===== src/rtl/pong_ball_ctrl.sv =====
// pong_ball_ctrl: per-frame ball motion, wall/paddle bounces, scoring and the
// serve / play / pause / game-over sequence for the pong pixel pipeline.
// Optional build macro PONG_SPEEDUP_EN: ball speeds up by one pixel per
// paddle hit (capped at twice the base speed) and resets on each serve.
module pong_ball_ctrl #(
  parameter int H_VALID      = 640,
  parameter int V_VALID      = 480,
  parameter int BALL_SIZE    = 16,
  parameter int SPEED        = 4,
  parameter int PAD_W        = 8,
  parameter int PAD_H        = 64,
  parameter int PAD_L_X      = 16,
  parameter int PAD_R_X      = 616,
  parameter int PAUSE_FRAMES = 60,
  parameter int WIN_SCORE    = 9
) (
  input  logic       vga_clk,
  input  logic       sys_rst_n,
  input  logic [9:0] pix_x,
  input  logic [9:0] pix_y,
  input  logic [9:0] pad_l_y,
  input  logic [9:0] pad_r_y,
  input  logic       serve,
  output logic [9:0] ball_x,
  output logic [9:0] ball_y,
  output logic [3:0] score_l,
  output logic [3:0] score_r,
  output logic       hit,
  output logic       point,
  output logic       game_over
);

  typedef enum logic [1:0] {
    ST_SERVE = 2'd0,
    ST_PLAY  = 2'd1,
    ST_PAUSE = 2'd2,
    ST_OVER  = 2'd3
  } state_t;

  // Centre position and clamp positions in output coordinates
  localparam logic [9:0] CX     = 10'((H_VALID - BALL_SIZE) / 2);
  localparam logic [9:0] CY     = 10'((V_VALID - BALL_SIZE) / 2);
  localparam logic [9:0] X_MAX  = 10'(H_VALID - BALL_SIZE);
  localparam logic [9:0] Y_MAX  = 10'(V_VALID - BALL_SIZE);
  localparam logic [9:0] X_RHIT = 10'(PAD_R_X - BALL_SIZE);
  localparam logic [9:0] X_LHIT = 10'(PAD_L_X + PAD_W);
  localparam logic [9:0] LAST_X = 10'(H_VALID - 1);
  localparam logic [9:0] LAST_Y = 10'(V_VALID - 1);

  // Signed 12-bit constants so paddle sums near 1023 cannot overflow
  localparam logic signed [11:0] HV_S  = 12'(H_VALID);
  localparam logic signed [11:0] VV_S  = 12'(V_VALID);
  localparam logic signed [11:0] BS_S  = 12'(BALL_SIZE);
  localparam logic signed [11:0] PH_S  = 12'(PAD_H);
  localparam logic signed [11:0] PRX_S = 12'(PAD_R_X);
  localparam logic signed [11:0] PLF_S = 12'(PAD_L_X + PAD_W);

  localparam logic [3:0] WIN_S      = 4'(WIN_SCORE);
  localparam logic [3:0] SPD_INIT   = 4'(SPEED);
  localparam logic [7:0] PAUSE_LAST = 8'(PAUSE_FRAMES - 1);

  state_t     state_q, state_d;
  logic [9:0] ball_x_q, ball_x_d;
  logic [9:0] ball_y_q, ball_y_d;
  logic       dx_q, dx_d;
  logic       dy_q, dy_d;
  logic [3:0] score_l_q, score_l_d;
  logic [3:0] score_r_q, score_r_d;
  logic       hit_q, hit_d;
  logic       point_q, point_d;
  logic       game_over_q, game_over_d;
  logic [7:0] pause_cnt_q, pause_cnt_d;
  logic       frame_tick_q, frame_tick_d;

  logic [3:0] speed_cur;

`ifdef PONG_SPEEDUP_EN
  localparam logic [3:0] SPD_MAX = 4'(2 * SPEED);
  logic [3:0] spd_q, spd_d;
  assign speed_cur = spd_q;

  // Speed steps up on each paddle hit and drops back to base on every serve entry
  always_comb begin
    if ((state_d == ST_SERVE) && (state_q != ST_SERVE)) begin
      spd_d = SPD_INIT;
    end else if (hit_d && (spd_q < SPD_MAX)) begin
      spd_d = spd_q + 4'd1;
    end else begin
      spd_d = spd_q;
    end
  end

  // Speed register
  always_ff @(posedge vga_clk or negedge sys_rst_n) begin
    if (!sys_rst_n) begin
      spd_q <= SPD_INIT;
    end else begin
      spd_q <= spd_d;
    end
  end
`else
  assign speed_cur = SPD_INIT;
`endif

  // Signed working copies; next positions never wrap below zero
  logic signed [11:0] bx, by, sp, nx, ny, pl_y, pr_y;
  logic               ovl_l, ovl_r;

  assign bx    = $signed({2'b00, ball_x_q});
  assign by    = $signed({2'b00, ball_y_q});
  assign sp    = $signed({8'd0, speed_cur});
  assign pl_y  = $signed({2'b00, pad_l_y});
  assign pr_y  = $signed({2'b00, pad_r_y});
  assign nx    = dx_q ? (bx + sp) : (bx - sp);
  assign ny    = dy_q ? (by + sp) : (by - sp);
  // Paddle overlap judged on the ball row before this frame's move
  assign ovl_l = ((by + BS_S) > pl_y) && (by < (pl_y + PH_S));
  assign ovl_r = ((by + BS_S) > pr_y) && (by < (pr_y + PH_S));

  // Frame tick: one cycle after the last active pixel is seen
  assign frame_tick_d = (pix_x == LAST_X) && (pix_y == LAST_Y);

  // Next-state: game sequencing plus ball motion on frame ticks
  always_comb begin
    state_d     = state_q;
    ball_x_d    = ball_x_q;
    ball_y_d    = ball_y_q;
    dx_d        = dx_q;
    dy_d        = dy_q;
    score_l_d   = score_l_q;
    score_r_d   = score_r_q;
    pause_cnt_d = pause_cnt_q;
    hit_d       = 1'b0;
    point_d     = 1'b0;
    case (state_q)
      ST_SERVE: begin
        if (serve) begin
          state_d = ST_PLAY;
        end else begin
          state_d = ST_SERVE;
        end
      end
      ST_PLAY: begin
        if (frame_tick_q) begin
          if (dy_q && ((ny + BS_S) >= VV_S)) begin
            ball_y_d = Y_MAX;
            dy_d     = 1'b0;
          end else if (!dy_q && (ny <= 12'sd0)) begin
            ball_y_d = 10'd0;
            dy_d     = 1'b1;
          end else begin
            ball_y_d = ny[9:0];
          end
          if (dx_q) begin
            if (((bx + BS_S) <= PRX_S) && ((nx + BS_S) > PRX_S) && ovl_r) begin
              ball_x_d = X_RHIT;
              dx_d     = 1'b0;
              hit_d    = 1'b1;
            end else if ((nx + BS_S) >= HV_S) begin
              ball_x_d = X_MAX;
              dx_d     = 1'b0;
              point_d  = 1'b1;
              if (score_l_q < WIN_S) begin
                score_l_d = score_l_q + 4'd1;
              end else begin
                score_l_d = score_l_q;
              end
            end else begin
              ball_x_d = nx[9:0];
            end
          end else begin
            if ((bx >= PLF_S) && (nx < PLF_S) && ovl_l) begin
              ball_x_d = X_LHIT;
              dx_d     = 1'b1;
              hit_d    = 1'b1;
            end else if (nx <= 12'sd0) begin
              ball_x_d = 10'd0;
              dx_d     = 1'b1;
              point_d  = 1'b1;
              if (score_r_q < WIN_S) begin
                score_r_d = score_r_q + 4'd1;
              end else begin
                score_r_d = score_r_q;
              end
            end else begin
              ball_x_d = nx[9:0];
            end
          end
          if (point_d) begin
            pause_cnt_d = 8'd0;
            if ((score_l_d == WIN_S) || (score_r_d == WIN_S)) begin
              state_d = ST_OVER;
            end else begin
              state_d = ST_PAUSE;
            end
          end else begin
            state_d = ST_PLAY;
          end
        end else begin
          state_d = ST_PLAY;
        end
      end
      ST_PAUSE: begin
        if (frame_tick_q) begin
          if (pause_cnt_q == PAUSE_LAST) begin
            ball_x_d    = CX;
            ball_y_d    = CY;
            pause_cnt_d = 8'd0;
            state_d     = ST_SERVE;
          end else begin
            pause_cnt_d = pause_cnt_q + 8'd1;
            state_d     = ST_PAUSE;
          end
        end else begin
          state_d = ST_PAUSE;
        end
      end
      ST_OVER: begin
        if (serve) begin
          score_l_d = 4'd0;
          score_r_d = 4'd0;
          ball_x_d  = CX;
          ball_y_d  = CY;
          dx_d      = 1'b1;
          dy_d      = 1'b1;
          state_d   = ST_SERVE;
        end else begin
          state_d = ST_OVER;
        end
      end
      default: begin
        state_d = ST_SERVE;
      end
    endcase
    game_over_d = (state_d == ST_OVER);
  end

  // State, ball and score registers with asynchronous reset to the serve position
  always_ff @(posedge vga_clk or negedge sys_rst_n) begin
    if (!sys_rst_n) begin
      state_q      <= ST_SERVE;
      ball_x_q     <= CX;
      ball_y_q     <= CY;
      dx_q         <= 1'b1;
      dy_q         <= 1'b1;
      score_l_q    <= 4'd0;
      score_r_q    <= 4'd0;
      hit_q        <= 1'b0;
      point_q      <= 1'b0;
      game_over_q  <= 1'b0;
      pause_cnt_q  <= 8'd0;
      frame_tick_q <= 1'b0;
    end else begin
      state_q      <= state_d;
      ball_x_q     <= ball_x_d;
      ball_y_q     <= ball_y_d;
      dx_q         <= dx_d;
      dy_q         <= dy_d;
      score_l_q    <= score_l_d;
      score_r_q    <= score_r_d;
      hit_q        <= hit_d;
      point_q      <= point_d;
      game_over_q  <= game_over_d;
      pause_cnt_q  <= pause_cnt_d;
      frame_tick_q <= frame_tick_d;
    end
  end

  assign ball_x    = ball_x_q;
  assign ball_y    = ball_y_q;
  assign score_l   = score_l_q;
  assign score_r   = score_r_q;
  assign hit       = hit_q;
  assign point     = point_q;
  assign game_over = game_over_q;

endmodule


===== config.mk =====
export PLATFORM = sky130hd
export DESIGN_NAME = pong_ball_ctrl
export DESIGN_NICKNAME = d
export VERILOG_FILES = /design/src/rtl/pong_ball_ctrl.sv
export SDC_FILE = /design/constraint.sdc
export NUM_CORES = 1
export LEC_CHECK = 0
export CORE_AREA = 2 2 78 118
export DETAILED_ROUTE_END_ITERATION = 12
export DIE_AREA = 0 0 80 120
export HOLD_SLACK_MARGIN = 0.12
export PLACE_DENSITY = 0.74
export SLEW_MARGIN = 20
export SYNTH_ARGS = -nofsm -noshare
export SYNTH_HDL_FRONTEND = slang
export SYNTH_SLANG_ARGS = --single-unit

===== constraint.sdc =====
create_clock -name vga_clk -period 4.1 [get_ports vga_clk]
set_input_delay 0.82 -clock vga_clk [delete_from_list [all_inputs] [get_ports vga_clk]]
set_output_delay 0.82 -clock vga_clk [all_outputs]
set_load 0.005 [all_outputs]

# ---- Yosys cells after proc, flatten, opt, wreduce, memory -nomap -nowiden
# Index checks and enable logic that the tools add are counted.
dict set report word_totals {
  ff_bits 44
  input_bits 43
  out_inout_bits 31
  wordCells 147
}
dict set report op_classes {
  n_addsub 13
  order_cmp 14
  eq_ne 15
  mux 74
  n_reduce_logical 19
}
# cell count
set op_table {}
lappend op_table {{two-way mux 10 bit} 15}
lappend op_table {{two-way mux 4 bit} 15}
lappend op_table {{one-hot mux 10 bit (3 select lines)} 2}
lappend op_table {{two-way mux 8 bit} 4}
lappend op_table {{two-way mux 1 bit} 25}
lappend op_table {{adder 12 x 6 -> 12 bit (second input constant)} 2}
lappend op_table {{<= comparator 12 x 1 -> 1 bit (second input constant)} 2}
lappend op_table {{two-way mux 12 bit} 2}
lappend op_table {{adder 10 x 3 -> 11 bit (second input constant)} 2}
lappend op_table {{adder 10 x 5 -> 11 bit (second input constant)} 2}
lappend op_table {{adder 10 x 7 -> 11 bit (second input constant)} 2}
lappend op_table {{less-than comparator 10 x 11 -> 1 bit} 2}
lappend op_table {{subtractor 10 x 3 -> 11 bit (second input constant)} 2}
lappend op_table {{one-hot mux 4 bit (2 select lines)} 2}
lappend op_table {{one-hot mux 8 bit (2 select lines)} 1}
lappend op_table {{greater-or-equal comparator 12 x 10 -> 1 bit (second input constant)} 1}
lappend op_table {{greater-or-equal comparator 12 x 11 -> 1 bit (second input constant)} 1}
lappend op_table {{greater-than comparator 12 x 11 -> 1 bit} 1}
lappend op_table {{greater-than comparator 12 x 11 -> 1 bit (second input constant)} 1}
lappend op_table {{less-than comparator 12 x 6 -> 1 bit (second input constant)} 1}
lappend op_table {{greater-than comparator 11 x 10 -> 1 bit} 1}
lappend op_table {{<= comparator 11 x 10 -> 1 bit (second input constant)} 1}
lappend op_table {{equality test 10 bit (second input constant)} 1}
lappend op_table {{equality test 10 x 9 -> 1 bit (second input constant)} 1}
lappend op_table {{other kinds (22)} 46}

# ---- Depth between registers and ports, before layout
# Gate-level depths: netlist of the first run.
dict set report logic_depth {
  depth_word 17
  ltp_mapped 15
  ltp_nobuf 14
}

# ---- Worst setup path before layout of the first run
# Ideal clock, no wire load.
dict set report synth_timing {
  path_kind {register to register}
  from {register ball_y_q[7], in the netlist ball_y[7]}
  to {register score_l_q[1], in the netlist score_l[1]}
  setup_time_ps 126
  arrival_time_ps 3628
  setup_slack_ps 346
  path_stages_with_launch 15
  n_path_buf 1
  synth_period_minus_slack_ps 3754
  path_cell_list {dfstp_2 -> clkbuf_1 -> and3_1 -> xor2_1 -> ha_1 -> nand2_1 -> o21ai_1 -> a211oi_1 -> or4_1 -> a222oi_1 -> o211ai_1 -> a2bb2oi_4 -> and2_4 -> and3_1 -> a221o_1}
}
dict set report synth_between {
  elab_chain_cells 10
  elab_cells_between_ends 11
  cone_classes {1 x add/sub; 2 x order compare; 6 x mux; 2 x reduce/logical}
}
# item line
set synth_lines {}
lappend synth_lines {{start, declared} 64} ;# logic [9:0] ball_y_q, ball_y_d;
lappend synth_lines {{start signal, assigned} 256} ;# ball_y_q <= ball_y_d;
lappend synth_lines {{adder 10 x 5 -> 11 bit} 118} ;# assign ovl_r = ((by + BS_S) > pr_y) && (by < (pr_y + PH_S));
lappend synth_lines {{greater-than comparator 11 x 10 -> 1 bit} 118}
lappend synth_lines {{logical AND 1 bit (*)} 118}
lappend synth_lines {{logical AND 1 bit (*)} 155} ;# if (((bx + BS_S) <= PRX_S) && ((nx + BS_S) > PRX_S) && ovl_r) begin
lappend synth_lines {{two-way mux 4 bit (*)} 155}
lappend synth_lines {{two-way mux 4 bit (*)} 154} ;# if (dx_q) begin
lappend synth_lines {{two-way mux 4 bit (*)} 144} ;# if (frame_tick_q) begin
lappend synth_lines {{two-way mux 4 bit (*)} 135} ;# case (state_q)
lappend synth_lines {{two-way mux 4 bit (*)} 144}
lappend synth_lines {{one-hot mux 4 bit (2 select lines) (*)} 135}
lappend synth_lines {{end signal, assigned} 259} ;# score_l_q <= score_l_d;
lappend synth_lines {{end, declared} 67} ;# logic [3:0] score_l_q, score_l_d;
# Mark *: on every way between the ends. The rest lies on a longest branch, timed or not. The select of a mux whose other input is x is not followed.
# A chain may end at the register's enable or synchronous reset.

# ---- Worst setup path in the final report of the first run
dict set report layout_timing {
  from {register ball_y_q[5], in the netlist ball_y[5]}
  to {register game_over_q, in the netlist game_over}
}
dict set report layout_between {
  elab_chain_cells 15
  elab_cells_between_ends 30
  cone_classes {1 x add/sub; 4 x order compare; 3 x eq/ne; 17 x mux; 5 x reduce/logical}
}
# item line
set layout_lines {}
lappend layout_lines {{adder 10 x 5 -> 11 bit} {117, 118}}
lappend layout_lines {{greater-than comparator 12 x 11 -> 1 bit or greater-than comparator 11 x 10 -> 1 bit (tied branches)} {117, 118}}
lappend layout_lines {{logical AND 1 bit (on tied branches)} {117, 118}}
lappend layout_lines {{logical AND 1 bit (on tied branches)} {172, 155}}
lappend layout_lines {{two-way mux 4 bit (on tied branches)} {172, 155}}
lappend layout_lines {{two-way mux 4 bit} 154}
lappend layout_lines {{two-way mux 4 bit} 144}
lappend layout_lines {{two-way mux 4 bit} 135}
lappend layout_lines {{equality test 4 bit} 191} ;# if ((score_l_d == WIN_S) || (score_r_d == WIN_S)) begin
lappend layout_lines {{logical OR 1 bit} 191}
lappend layout_lines {{two-way mux 1 bit} 191}
lappend layout_lines {{two-way mux 2 bit (*)} 189} ;# if (point_d) begin
lappend layout_lines {{two-way mux 2 bit (*)} 144}
lappend layout_lines {{one-hot mux 2 bit (4 select lines) (*)} 135}
lappend layout_lines {{equality test 2 bit (*)} 235} ;# game_over_d = (state_d == ST_OVER);
lappend layout_lines {{net game_over_d} 71} ;# logic game_over_q, game_over_d;
lappend layout_lines {{end signal, assigned} 263} ;# game_over_q <= game_over_d;
lappend layout_lines {{end, declared} 71}
# Mark *: on every way through the listed nets, which the timed path passes. The rest lies on a longest branch. The select of a mux whose other input is x is not followed.

==> impl_metrics.env, run 1 <==
export IMPL_placeableCoreArea_sq_um=8620
export IMPL_design_power_total_mw=0.901
export IMPL_grt_max_degree=41
export IMPL_share_of_post_route_cells_with_drive_strength_above_1_pct=14.5
export IMPL_vias=4366
export IMPL_synth_top_flop_cell="dfrtp_1"
export IMPL_yosys_cell_count_top_type="ha_1"
export IMPL_floorplan_initialDensity_pct=50.8
export IMPL_tritoncts_clock_tree="built"
export IMPL_worstSetupStartpointType="flop"
export IMPL_end_kind="flop"
export IMPL_hold_fix_buffers_at_cts=0
export IMPL_timing_max_transition_violations_final=0
export IMPL_finalHoldViolations=0
export IMPL_grt_overflow_total=0
export IMPL_worst_pin_slew_ns=0.908
export IMPL_outcome="finished clean"
export IMPL_detail_route_vias_per_cell=6.03
export IMPL_clock_transition_at_the_register_clock_pins_on_the_worst_setup_and_hold_paths_after_cts_ns=0.06
export IMPL_first_global_vias=4339
export IMPL_synthDistinctLibCells=85
export IMPL_wire_per_inst_microns=17.0
export IMPL_worst_endpoint_required_ns=4.32
export IMPL_grt_antenna_before_repair=0
export IMPL_row_count=42
export IMPL_synth_area_leader_cell="dfrtp_1"
export IMPL_portBuffers=69
export IMPL_power_leakage_nw=2.49
export IMPL_max_freq_mhz=252
export IMPL_critPathKind="reg2reg"
export IMPL_grt_setup_unrepaired="no"
export IMPL_drc=0
export IMPL_total_die_area_sq_um=9600
export IMPL_reg2reg_depth=13
export IMPL_worst_skew_pair_late_latency_ns=0.29
export IMPL_grt_pass1_wl_microns=20000
export IMPL_syn_avg_cell_area_sq_um=8.37
export IMPL_arrival_ns=4.18
export IMPL_post_dp_hpwl_microns=9520
export IMPL_fp_dieH_microns=120
export IMPL_cts_made_buffers=5
export IMPL_die_w_microns=80
export IMPL_async_reset_ff_share_pct=100
export IMPL_timing_slew_headroom_pct=39.5
export IMPL_synth_enable_flop_cells=0
export IMPL_cts_htree_levels=2
export IMPL_tns_ns=0
export IMPL_seq_area_frac_synth_pct=23.1
export IMPL_clkSinkCount=40
export IMPL_drv_max_cap_violation_count=0
export IMPL_power_density_nw_per_um2=160
export IMPL_finalCoreUtilization_pct=65.4
export IMPL_ios=74
export IMPL_netlist_area_sq_um=4380
export IMPL_clock_path_buffers=2
export IMPL_gp_congestion=0.922
export IMPL_placement_setup_worst_slack_ns=-0.153
export IMPL_netlist_top_cells_area="dfrtp_1 (17%), ha_1 (16%), dfstp_2 (6.0%)"
export IMPL_report_final_setup_viol=0
export IMPL_worstHoldPathCells=1
export IMPL_netlist_area_leader_share_pct=17.1
export IMPL_worst_path_max_fanout=7
export IMPL_global_route_usage_over_all_layers_pct=25.7
export IMPL_skew_ns=0.00713
export IMPL_worst_hold_path_type="reg2reg"
export IMPL_ys_warnings_count=0
export IMPL_timing_final_crit_share_pct=96.6
export IMPL_vdd_drop_max_mv=0.296
export IMPL_ys_ff_latch=40
export IMPL_antenna_violating_nets_post_route=0
export IMPL_dr_first_iter_drc_count=216
export IMPL_drtPass1Iterations=5
export IMPL_routed_wl_microns=12300
export IMPL_synth_cells_most_frequent="ha_1 (55), nand2_1 (48), inv_1 (43), dfrtp_1 (30), nor2_1 (29)"
export IMPL_timing_final_crit_period_ns=3.96
export IMPL_antenna_diode_count=0
export IMPL_fin_nets=711
export IMPL_timing_final_ws_setup_ns=0.139
export IMPL_netlist_instances=523
export IMPL_cts_root_buffer_cell="clkbuf_16"
export IMPL_areaGrowthSynthToFinish_pct=28.7
-- placed cells by master, fill, tap and decap left out, types with 4 or more instances in the layout --
cell type | synthesis | final
conb_1 | 1 | 4
nand3_1 | 23 | 23
nor4_1 | 7 | 7
and4_1 | 4 | 4
a31oi_1 | 9 | 9
buf_4 | 5 | 28
o21bai_1 | 4 | 4
nand2b_1 | 10 | 10
dfstp_2 | 10 | 10
inv_1 | 43 | 42
dfrtp_1 | 30 | 30
o22ai_1 | 4 | 4
mux2i_1 | 6 | 6
clkbuf_16 | 0 | 5
xor2_1 | 9 | 7
ha_1 | 55 | 49
nor2_1 | 29 | 29
a21oi_1 | 26 | 26
clkdlybuf4s50_1 | 0 | 68
nor3_1 | 10 | 10
ha_4 | 0 | 5
xnor2_1 | 18 | 17
o21ai_1 | 9 | 8
nand2_1 | 48 | 47
nand4_1 | 13 | 13
nand3b_1 | 4 | 4
nand4b_1 | 7 | 7
o21a_1 | 4 | 4
a21o_1 | 7 | 7
o21ai_0 | 22 | 22
and3_1 | 10 | 8
-- state kept, by name (all words and copies together), names as in the netlist, 2 cells and up --
register	cells
ball_x	8
ball_y	8
pause_cnt_q	8
score_l	4
score_r	4
state_q	2
-- stage by stage --
stage / hold slack (ns) / std cells / area, sq um
finish: 0.549 / 724 / 5630
detailed placement: 0.544 / 708 / 5280
CTS: 0.552 / 716 / 5430
global route: 0.565 / 724 / 5630
global placement: 0.535 / 708 / 5280
floorplan: 0.505 / 526 / 4390
-- power breakdown --
group	total [mW]	switching (mW)	internal, mW	leakage (nW)
sequential	0.395	0.00000967	0.395	0.456
combinational	0.124	0.0538	0.0699	1.97
clock	0.382	0.157	0.225	0.0679
total	0.901	0.211	0.690	2.49
-- worst max-delay path: stages (launching register included) --
cell	delay, ns
dfstp_2	0.63
buf_4	0.16
clkinvlp_4	0.10
ha_4	0.23
ha_1	0.29
nand4_1	0.11
nor2b_1	0.16
or4_1	0.51
a222oi_1	0.40
o211ai_1	0.26
a2bb2oi_4	0.22
a311o_1	0.38
a211oi_2	0.26
o211a_1	0.19
-- final cells by class --
cell class,instances,area (sq um)
Tap cell,110,138
Clock buffer,7,133
Fill cell,750,2980
Clock inverter,1,5.00
Multi-Input combinational cell,425,3270
Sequential cell,40,1010
Inverter,43,165
Timing Repair Buffer,98,907
-- cells by family after synthesis --
logic type | Yosys count | share of synthesized area [%]
buf+inv | 61 | 5.69
xor+xnor | 29 | 6.40
fa+ha+maj | 55 | 15.7
compound gates | 139 | 23.1
other cells | 1 | 0.0857
mux | 8 | 1.89
simple gates | 190 | 24.0
flops | 40 | 23.1
-- timing repair --
| item | CTS | global route |
|---|---|---|
| pin swaps | 2 | 13 |
| setup buffers | 0 | 8 |
| resized for setup | 2 | 20 |
| setup endpoints to repair | 10 | 23 |
| hold endpoints to repair | 0 | 0 |
-- layer usage --
layer / wire (microns) / up-vias / GRT usage, %
met5: 0 / - / 0
met4: 353 / 0 / 10.4
met3: 487 / 31 / 2.56
met2: 6640 / 142 / 48.0
met1: 4800 / 2092 / 28.8
li1: - / 2101 / -
-- final timing paths --
path / startpoint / end / slack [ns]
setup / recovery: ball_y[5] / game_over / 0.14
hold / removal: pause_cnt_q[0] / pause_cnt_q[0] / 0.55
setup reg to reg: ball_y[5] / game_over / 0.14
hold reg to reg: pause_cnt_q[0] / pause_cnt_q[0] / 0.55
max in group asynchronous: sys_rst_n / score_l[0] / 2.87
min in group asynchronous: sys_rst_n / pause_cnt_q[7] / 0.67
Note: power is estimated with default switching activity, not from simulation.
==> run 2, diff against run 1 <==
- CELL_PAD_IN_SITES_DETAIL_PLACEMENT: unset -> 1
- CELL_PAD_IN_SITES_GLOBAL_PLACEMENT: unset -> 2
- CORE_AREA: 2 2 78 118 -> 2 2 99 149
- DIE_AREA: 0 0 80 120 -> 0 0 101 151
- PLACE_DENSITY: 0.74 -> 0.76
- SKIP_LAST_GASP: unset -> 1
==> run 2 against run 1 <==
Clock power is 3% higher; first-iteration DRC count is 42% lower; sequential power hardly changed; utilization is 24 points lower; critical path depth is 1 higher; highest routed layer unchanged.
==> impl_metrics.env, run 2 (same netlist as run 1, synthesis figures left out) <==
export IMPL_fp_dieH_microns=151
export IMPL_gp_congestion=0.865
export IMPL_setup_reg_to_reg_worst_slack_ns=0.18
export IMPL_clock_path_buffers=2
export IMPL_vias=4412
export IMPL_die_w_microns=101
export IMPL_worstHoldEndpoint="ball_y[6]"
export IMPL_finalHoldViolations=0
export IMPL_grt_antenna_before_repair=0
export IMPL_grt_max_degree=41
export IMPL_ios=74
export IMPL_total_die_area_sq_um=15300
export IMPL_reg2reg_depth=15
export IMPL_worst_hold_path_type="reg2reg"
export IMPL_dr_first_iter_drc_count=126
export IMPL_regToRegStartpoint="ball_y[5]"
export IMPL_grt_pass1_wl_microns=23200
export IMPL_final_common_cell="clkdlybuf4s50_1"
export IMPL_share_of_post_route_cells_with_drive_strength_above_1_pct=16.4
export IMPL_fin_nets=718
export IMPL_tritoncts_clock_tree="built"
export IMPL_drv_max_cap_violation_count=0
export IMPL_worst_r2r_endpoint="game_over"
export IMPL_clock_transition_at_the_register_clock_pins_on_the_worst_setup_and_hold_paths_after_cts_ns=0.06
export IMPL_most_common_layout_cells="clkdlybuf4s50_1 (67), ha_1 (48), nand2_1 (46)"
export IMPL_tns_ns=0
export IMPL_finalCoreUtilization_pct=41.6
export IMPL_first_global_vias=4576
export IMPL_vdd_drop_max_mv=0.145
export IMPL_routed_wl_microns=14600
export IMPL_hold_path_startpoint="ball_y[6]"
export IMPL_timing_final_crit_share_pct=97.2
export IMPL_drc=0
export IMPL_wire_per_inst_microns=18.5
export IMPL_timing_final_crit_period_ns=3.99
export IMPL_cts_htree_levels=2
export IMPL_clkSinkCount=40
export IMPL_worstHoldPathCells=2
export IMPL_row_count=53
export IMPL_worst_path_max_fanout=6
export IMPL_portBuffers=69
export IMPL_power_leakage_nw=2.54
export IMPL_grt_setup_unrepaired="yes"
export IMPL_floorplan_initialDensity_pct=31.4
export IMPL_areaGrowthSynthToFinish_pct=32.2
export IMPL_antenna_diode_count=0
export IMPL_drtPass1Iterations=4
export IMPL_post_dp_hpwl_microns=11500
export IMPL_worstSetupStartpointType="primary input"
export IMPL_placement_setup_worst_slack_ns=-0.169
export IMPL_critPathKind="in2reg"
export IMPL_arrival_ns=4.22
export IMPL_worst_skew_pair_late_latency_ns=0.29
export IMPL_end_kind="flop"
export IMPL_power_density_nw_per_um2=159
export IMPL_timing_final_ws_setup_ns=0.114
export IMPL_skew_ns=0.00659
export IMPL_grt_overflow_total=0
export IMPL_global_route_usage_over_all_layers_pct=19.0
export IMPL_worst_pin_slew_ns=0.944
export IMPL_timing_slew_headroom_pct=37.1
export IMPL_max_freq_mhz=251
export IMPL_timing_max_transition_violations_final=0
export IMPL_detail_route_vias_per_cell=5.61
export IMPL_outcome="finished clean"
export IMPL_cts_root_buffer_cell="clkbuf_16"
export IMPL_worst_endpoint_required_ns=4.33
export IMPL_cts_made_buffers=5
export IMPL_antenna_violating_nets_post_route=0
export IMPL_placeableCoreArea_sq_um=13900
export IMPL_report_final_setup_viol=0
-- run 2: power by group --
part           switching, mW  internal [mW]
logic                 0.0569         0.0724
clock network          0.168          0.225
registers         0.00000992          0.395
-- run 2: what timing repair did --
action                                  4_1_cts  5_1_grt
buffers inserted                              0        4
endpoints found under the setup margin        0       13
hold buffers                                  0        0
resized for setup                             0       29
-- run 2: layer usage --
layer / GRT usage, % / up-vias / wire length [microns]
met2: 36.5 / 85 / 7840
met1: 21.9 / 2195 / 5990
met3: 1.75 / 23 / 397
met4: 5.61 / 0 / 329
li1: - / 2109 / -
met5: 0 / - / 0
-- run 2: how the worst max path moves through the flow --
| stage | endpoint | from | depth (start not counted) |
|---|---|---|---|
| detailed placement | ball_x[8] | pad_r_y[3] | 14 |
| CTS | game_over | ball_y[5] | 14 |
| global route | game_over | pad_r_y[2] | 14 |
| floorplan | score_l[1] | ball_y[7] | 14 |
| global placement | ball_x[2] | pad_r_y[3] | 14 |
| finish | game_over | pad_r_y[2] | 14 |
-- run 2: per-stage QoR --
stage | hold WS (ns) | area (sq um) | power (mW) | instances
final | 0.550 | 5790 | 0.918 | 786
after CTS | 0.544 | 5580 | 0.922 | 782
after global placement | 0.525 | 5430 | 0.518 | 774
after global routing | 0.594 | 5790 | 0.958 | 786
after detailed placement | 0.530 | 5430 | 0.523 | 774
after floorplan | 0.505 | 4390 | 0.453 | 526
-- run 2: layout make-up --
cell class	count	area, sq um
fillers	1661	8140
clock inverters	2	12.5
flip-flops and latches	40	1010
well taps	165	206
repair buffers	105	958
inverters	43	161
multi-input cells	425	3310
clock buffers	6	129
-- run 2: critical path, stage by stage --
cell,delay [ns]
clkdlybuf4s50_1,0.46
inv_1,0.06
ha_4,0.26
nand2_2,0.06
o31ai_4,0.27
a211oi_2,0.10
or4_1,0.49
a222oi_1,0.33
o211ai_1,0.19
buf_4,0.20
a2bb2oi_4,0.16
a311o_1,0.37
a211oi_2,0.25
o211a_1,0.19
